<file path="src/rtl/main_memory_capture_controller.sv">
// Capture sequencer: arms on start, optionally waits for the external trigger, then streams
// len write enables into the BRAM FIFO. Trigger timeout enabled by CAPTURE_CTRL_TRIG_TIMEOUT_EN.
//
// state     | meaning
// IDLE      | waiting for an accepted start
// WAIT_TRIG | armed, waiting for a synchronized external trigger edge
// CAPTURE   | issuing BRAM FIFO write enables
// DONE      | capture finished, waiting for readout to complete
module main_memory_capture_controller #(
    parameter int CNT_WIDTH    = 14,
    parameter int TRIG_TIMEOUT = 1000000
) (
    input  logic                 i_capture_ctrl_clk,
    input  logic                 i_capture_ctrl_reset,
    input  logic                 i_capture_ctrl_start,
    input  logic                 i_capture_ctrl_abort,
    input  logic [CNT_WIDTH-1:0] i_capture_ctrl_len,
    input  logic                 i_capture_ctrl_ext_trig,
    input  logic                 i_capture_ctrl_ext_trig_en,
    input  logic                 i_capture_ctrl_fifo_full,
    input  logic                 i_capture_ctrl_rd_done,
    output logic                 o_capture_ctrl_bram_wr_clk_en,
    output logic                 o_capture_ctrl_busy,
    output logic                 o_capture_ctrl_done,
    output logic                 o_capture_ctrl_overflow,
    output logic                 o_capture_ctrl_trig_timeout,
    output logic [CNT_WIDTH-1:0] o_capture_ctrl_word_cnt,
    output logic [1:0]           o_capture_ctrl_state
);

    typedef enum logic [1:0] {
        IDLE      = 2'd0,
        WAIT_TRIG = 2'd1,
        CAPTURE   = 2'd2,
        DONE      = 2'd3
    } state_t;

    localparam logic [CNT_WIDTH-1:0] CNT_ONE = CNT_WIDTH'(1);
    localparam logic [CNT_WIDTH-1:0] CNT_MAX = '1;

    state_t                 state;
    state_t                 state_nxt;
    logic [CNT_WIDTH-1:0]   len_q;
    logic                   trig_en_q;
    logic [2:0]             trig_sync;
    logic                   trig_evt_q;
    logic                   en_q;
    logic [CNT_WIDTH-1:0]   word_cnt;
    logic                   overflow_q;
    logic                   wr_en;
    logic                   start_ok;
    logic                   last_word;
    logic                   trig_hit;
    logic                   timeout_hit;

    assign start_ok  = (state == IDLE) && i_capture_ctrl_start &&
                       (i_capture_ctrl_len != '0) && !i_capture_ctrl_abort;
    assign wr_en     = en_q & ~i_capture_ctrl_fifo_full;
    assign last_word = wr_en && (word_cnt == (len_q - CNT_ONE));
    assign trig_hit  = trig_evt_q && trig_en_q;

    // Two-flop synchronizer, third flop for edge detect; the edge is registered once more
    // so the FSM sees a clean single-cycle event.
    always_ff @(posedge i_capture_ctrl_clk or posedge i_capture_ctrl_reset) begin
        if (i_capture_ctrl_reset) begin
            trig_sync  <= 3'b000;
            trig_evt_q <= 1'b0;
        end else begin
            trig_sync  <= {trig_sync[1:0], i_capture_ctrl_ext_trig};
            trig_evt_q <= trig_sync[1] & ~trig_sync[2];
        end
    end

`ifdef CAPTURE_CTRL_TRIG_TIMEOUT_EN
    localparam int TO_W = (TRIG_TIMEOUT > 1) ? $clog2(TRIG_TIMEOUT) : 1;
    localparam logic [TO_W-1:0] TO_LOAD = TO_W'(TRIG_TIMEOUT - 1);

    logic [TO_W-1:0] to_cnt;
    logic            timeout_q;

    always_ff @(posedge i_capture_ctrl_clk or posedge i_capture_ctrl_reset) begin
        if (i_capture_ctrl_reset) begin
            to_cnt <= '0;
        end else if (start_ok) begin
            to_cnt <= TO_LOAD;
        end else if ((state == WAIT_TRIG) && (to_cnt != '0)) begin
            to_cnt <= to_cnt - TO_W'(1);
        end
    end

    assign timeout_hit = (state == WAIT_TRIG) && (to_cnt == '0);

    always_ff @(posedge i_capture_ctrl_clk or posedge i_capture_ctrl_reset) begin
        if (i_capture_ctrl_reset) begin
            timeout_q <= 1'b0;
        end else if (start_ok) begin
            timeout_q <= 1'b0;
        end else if (!i_capture_ctrl_abort && timeout_hit && !trig_hit) begin
            timeout_q <= 1'b1;
        end
    end

    assign o_capture_ctrl_trig_timeout = timeout_q;
`else
    // Without the timeout WAIT_TRIG waits forever; TRIG_TIMEOUT has no effect.
    logic unused_trig_timeout;
    assign unused_trig_timeout         = (TRIG_TIMEOUT != 0);
    assign timeout_hit                 = 1'b0;
    assign o_capture_ctrl_trig_timeout = 1'b0;
`endif

    always_comb begin
        state_nxt = state;
        case (state)
            IDLE: begin
                if (start_ok) begin
                    state_nxt = i_capture_ctrl_ext_trig_en ? WAIT_TRIG : CAPTURE;
                end
            end
            WAIT_TRIG: begin
                if (trig_hit || timeout_hit) begin
                    state_nxt = CAPTURE;
                end
            end
            CAPTURE: begin
                if (i_capture_ctrl_fifo_full || last_word) begin
                    state_nxt = DONE;
                end
            end
            DONE: begin
                if (i_capture_ctrl_rd_done) begin
                    state_nxt = IDLE;
                end
            end
            default: state_nxt = IDLE;
        endcase
        if (i_capture_ctrl_abort) begin
            state_nxt = IDLE;
        end
    end

    always_ff @(posedge i_capture_ctrl_clk or posedge i_capture_ctrl_reset) begin
        if (i_capture_ctrl_reset) begin
            state <= IDLE;
            en_q  <= 1'b0;
        end else begin
            state <= state_nxt;
            en_q  <= (state_nxt == CAPTURE);
        end
    end

    always_ff @(posedge i_capture_ctrl_clk or posedge i_capture_ctrl_reset) begin
        if (i_capture_ctrl_reset) begin
            len_q     <= '0;
            trig_en_q <= 1'b0;
        end else if (start_ok) begin
            len_q     <= i_capture_ctrl_len;
            trig_en_q <= i_capture_ctrl_ext_trig_en;
        end
    end

    // Saturates rather than wraps so a runaway count is still visible to software.
    always_ff @(posedge i_capture_ctrl_clk or posedge i_capture_ctrl_reset) begin
        if (i_capture_ctrl_reset) begin
            word_cnt <= '0;
        end else if (start_ok) begin
            word_cnt <= '0;
        end else if (wr_en && (word_cnt != CNT_MAX)) begin
            word_cnt <= word_cnt + CNT_ONE;
        end
    end

    always_ff @(posedge i_capture_ctrl_clk or posedge i_capture_ctrl_reset) begin
        if (i_capture_ctrl_reset) begin
            overflow_q <= 1'b0;
        end else if (start_ok) begin
            overflow_q <= 1'b0;
        end else if ((state == CAPTURE) && i_capture_ctrl_fifo_full && !i_capture_ctrl_abort) begin
            overflow_q <= 1'b1;
        end
    end

    assign o_capture_ctrl_bram_wr_clk_en = wr_en;
    assign o_capture_ctrl_busy           = (state != IDLE);
    assign o_capture_ctrl_done           = (state == DONE);
    assign o_capture_ctrl_overflow       = overflow_q;
    assign o_capture_ctrl_word_cnt       = word_cnt;
    assign o_capture_ctrl_state          = state;

endmodule
</file>
<file path="config.mk">
export PLATFORM = sky130hd
export DESIGN_NAME = main_memory_capture_controller
export DESIGN_NICKNAME = d
export VERILOG_FILES = /design/src/rtl/main_memory_capture_controller.sv
export SDC_FILE = /design/constraint.sdc
export NUM_CORES = 1
export LEC_CHECK = 0
export BUFFER_PORTS_ARGS = -buffer_cell sky130_fd_sc_hd__buf_2
export CORE_MARGIN = 4
export CORE_UTILIZATION = 49
export DETAILED_ROUTE_END_ITERATION = 10
export PLACE_DENSITY = 0.81
export SYNTH_ARGS = -nofsm -noshare
export SYNTH_HDL_FRONTEND = slang
export SYNTH_SLANG_ARGS = --single-unit
</file>
<file path="constraint.sdc">
create_clock -name i_capture_ctrl_clk -period 2.38 [get_ports i_capture_ctrl_clk]
set_clock_uncertainty 0.1 [all_clocks]
set_input_delay 0.119 -clock i_capture_ctrl_clk [delete_from_list [all_inputs] [get_ports i_capture_ctrl_clk]]
set_output_delay 0.119 -clock i_capture_ctrl_clk [all_outputs]
set_load 0.01 [all_outputs]
</file>
==> impl_metrics.env <==
export IMPL_status="finished, final reports clean"
export IMPL_utilization=0.652
export IMPL_slowest_delay_ps=490
export IMPL_crit_fanout=7
export IMPL_hold_class="in2reg"
export IMPL_grt_start_max_net_pins=38
export IMPL_fin_cells=328
export IMPL_synth_warnings=0
export IMPL_combPwrFrac=0.309
export IMPL_clock_latency_ps=290
export IMPL_yosysUniqueCellTypes=43
export IMPL_yosysSeqAreaShare=0.440
export IMPL_ys_ff_latch=37
export IMPL_grt_first_pass_wirelength_um=8660
export IMPL_cts_max_level=2
export IMPL_powerDensity_mw_per_mm2=676
export IMPL_grt_usage=0.213
export IMPL_drc=0
export IMPL_synth_area_leaders="dfrtp_1 (44%), mux2_2 (6.4%), xor2_1 (5.8%), xnor2_1 (5.4%), nor2_1 (4.3%)"
export IMPL_antenna_cells=0
export IMPL_cp_num_buf_inv=0
export IMPL_rows=23
export IMPL_placed_area_mm2=0.00238
export IMPL_antenna_left=0
export IMPL_start_kind="flop"
export IMPL_cp_end_kind="flop"
export IMPL_via_count=1875
export IMPL_clkTransAtPathRegs_ps=70
export IMPL_finalCritPeriodShare=0.941
export IMPL_die_area_mm2=0.00541
export IMPL_root_buffer="clkbuf_8"
export IMPL_finish_instance_area_mm2=0.00267
export IMPL_power_leakage_nw=1.22
export IMPL_path_delay_family="simple AND/OR/NAND/NOR gates"
export IMPL_rr_startpoint="len_q[3]$_DFFE_PP0P_"
export IMPL_cts_buffer_depth=2
export IMPL_syn_nets=237
export IMPL_viasPerCell=5.72
export IMPL_yosysTopAreaCell="dfrtp_1"
export IMPL_finalPower_mw=1.80
export IMPL_dp_cells=304
export IMPL_worst_path_max_delay_cell="dfrtp_1"
export IMPL_crit_required_ps=2460
export IMPL_cts_sinks=37
export IMPL_finalHoldViolations=0
export IMPL_ir_worst_vdd_mv=0.398
export IMPL_synthCells=213
export IMPL_rsz0062_at_grt="false"
export IMPL_crit_start="len_q[3]$_DFFE_PP0P_"
export IMPL_cts_buffers_inserted=5
export IMPL_io_pins=43
export IMPL_cp_cell_sequence="or3_4, nor4_1, o32ai_1, a21oi_1, nor4_4, a41o_1"
export IMPL_port_buffers=41
export IMPL_hpwl_um=3660
export IMPL_fin_nets=303
export IMPL_areaGrowthSynthToFinish_pct=26.6
export IMPL_cts_tree="done"
export IMPL_route_detailed_wl_per_inst_um=16.1
export IMPL_drv_cap=0
export IMPL_first_global_vias=1798
export IMPL_path_class="reg2reg"
export IMPL_wl_um=5270
export IMPL_p_clk_frac=0.224
export IMPL_slew_violations=0
export IMPL_overflow=0
export IMPL_start_util=0.515
export IMPL_seqPwrFrac=0.467
export IMPL_fp_coreArea_mm2=0.00409
export IMPL_place_gp_congestion=0.924
export IMPL_cp_arrival_ps=2320
export IMPL_fill_cells=315
export IMPL_p_int_mw=1.19
export IMPL_die_w_um=73.6
export IMPL_dr_pass1_iters=4
export IMPL_syn_area_mm2=0.00211
export IMPL_antenna_found_initial=0
export IMPL_drive_gt1_frac=0.273
export IMPL_drtIter0Drc=134
export IMPL_switching_share=0.339
export IMPL_finalSetupViolCount=0
export IMPL_switching_power_mw=0.610
export IMPL_synth_avg_cell_area_um2=9.89
export IMPL_die_h_um=73.6
export IMPL_finalSetupTns_ps=0
export IMPL_hold_start="i_capture_ctrl_fifo_full"
export IMPL_max_freq_mhz=446
export IMPL_yosys_area_top_type_share=0.440
export IMPL_period_needed_ps=2240
export IMPL_cts_setup_buffers=0
[layer usage]
layer  GRT usage  share of wire  vias to the layer above
met5           0              0                        -
met4       0.115          0.034                        0
met3      0.0438          0.053                       14
met2       0.327           0.50                       64
met1       0.280           0.41                      906
li1            -              -                      891
[worst reg2reg max path, delay by kind of cell (launching register included)]
| family | cells | cell delay, ps |
|---|---|---|
| AND/OR/NAND/NOR | 3 | 930 |
| AO/OA/AOI/OAI | 3 | 600 |
| flip-flops | 1 | 490 |
[area by class of cell]
cell class	instances	area [um^2]	share of cell area
Multi-Input combinational cell	162	1140	0.429
Sequential cell	37	926	0.347
Timing Repair Buffer	65	430	0.162
Clock buffer	5	68.8	0.0258
Tap cell	50	62.6	0.0235
Inverter	8	30.0	0.0113
Clock inverter	1	5.00	0.00188
[power by group through the flow]
stage	Combinational (mW)	Clock, mW	Sequential [mW]
floorplan	0.376	0	0.825
global route	0.612	0.437	0.853
global placement	0.498	0	0.839
finish	0.556	0.404	0.841
detailed placement	0.515	0	0.845
CTS	0.540	0.411	0.833
[state kept, by name (all words and copies together) (netlist names)]
signal                   cells
len_q                       14
o_capture_ctrl_word_cnt     14
trig_sync                    3
o_capture_ctrl_state         2
en_q                         1
o_capture_ctrl_overflow      1
trig_en_q                    1
trig_evt_q                   1
[cell usage in the layout, fill, tap and decap left out, types with 3 or more instances in the layout]
master         instances
buf_4                  6
buf_2                 41
nand3b_1               3
clkbuf_8               5
nor4_1                 5
nand2_1               13
xor2_1                14
xnor2_1               13
dfrtp_1               37
o21ai_0                8
nand4_1                7
or3_1                  4
nor2_1                24
and2_1                 3
nor2b_1                3
nor3_1                 3
dlygate4sd3_1         18
inv_1                  8
and4_1                 3
a21oi_1                8
a31oi_1                3
mux2_2                12
nand2b_1               5
nand3_1                7
[logic make-up (layout without fill, tap and decap cells)]
family	Yosys count	count (layout)	synth area share
AND/OR/NAND/NOR	88	88	0.236
flip-flops	37	37	0.440
AO/OA/AOI/OAI	31	31	0.0992
XOR/XNOR	27	27	0.112
buffers and inverters	14	79	0.0303
multiplexers	13	13	0.0689
adder cells (fa/ha/maj)	2	2	0.0119
other	1	1	0.00178
[cell usage after synthesis]
master,instances
and4_1,3
and3b_2,1
a222oi_1,1
nor3_1,3
dfrtp_1,37
o311ai_0,1
buf_4,1
a311o_1,1
nand4_1,7
a31oi_1,3
nor2b_1,3
o21ai_0,8
xor2_1,14
nor4_1,6
inv_1,8
nand2_1,13
nor2_1,24
o32ai_1,1
and2_1,3
mux2_2,12
clkbuf_1,4
o22ai_1,1
a41oi_1,2
a311oi_1,1
a31oi_2,1
xnor2_1,13
a41o_1,1
mux2i_1,1
nor4b_2,1
a31o_2,2
conb_1,1
or3_4,1
nor4_2,1
nor4_4,1
ha_1,2
a21oi_1,8
or3_1,4
nand3_1,7
and2b_1,1
buf_6,1
nand3b_1,3
or2_2,1
nand2b_1,5
[path summary, 6_finish.rpt]
kind / endpoint / slack, ps / cells after the start
worst max register to register: o_capture_ctrl_state[0]$_DFF_PP0_ / 140 / 6
max in group asynchronous: o_capture_ctrl_word_cnt[13]$_DFFE_PP0P_ / 1470 / 4
min in group asynchronous: en_q$_DFF_PP0_ / 390 / 4
worst min register to register: trig_sync[1]$_DFF_PP0_ / 250 / 0
worst max-delay path: o_capture_ctrl_state[0]$_DFF_PP0_ / 140 / 6
worst min-delay path: o_capture_ctrl_overflow$_DFFE_PP0P_ / 10 / 3
[per-stage QoR]
| stage | hold WS (ps) | setup WS [ps] |
|---|---|---|
| 2_1_floorplan | 50.4 | 140 |
| 3_3_place_gp | 130 | 163 |
| 3_5_place_dp | 134 | 102 |
| 4_1_cts | 13.5 | 82.3 |
| 5_1_grt | 52.5 | 3.05 |
| 6_report | 14.7 | 140 |
[timing repair]
action	in CTS	in global routing
endpoints found under the hold margin	54	0
hold buffers	18	0
setup endpoints to repair	0	2
resized for setup	0	4
Note: power is estimated with default switching activity, not from simulation.
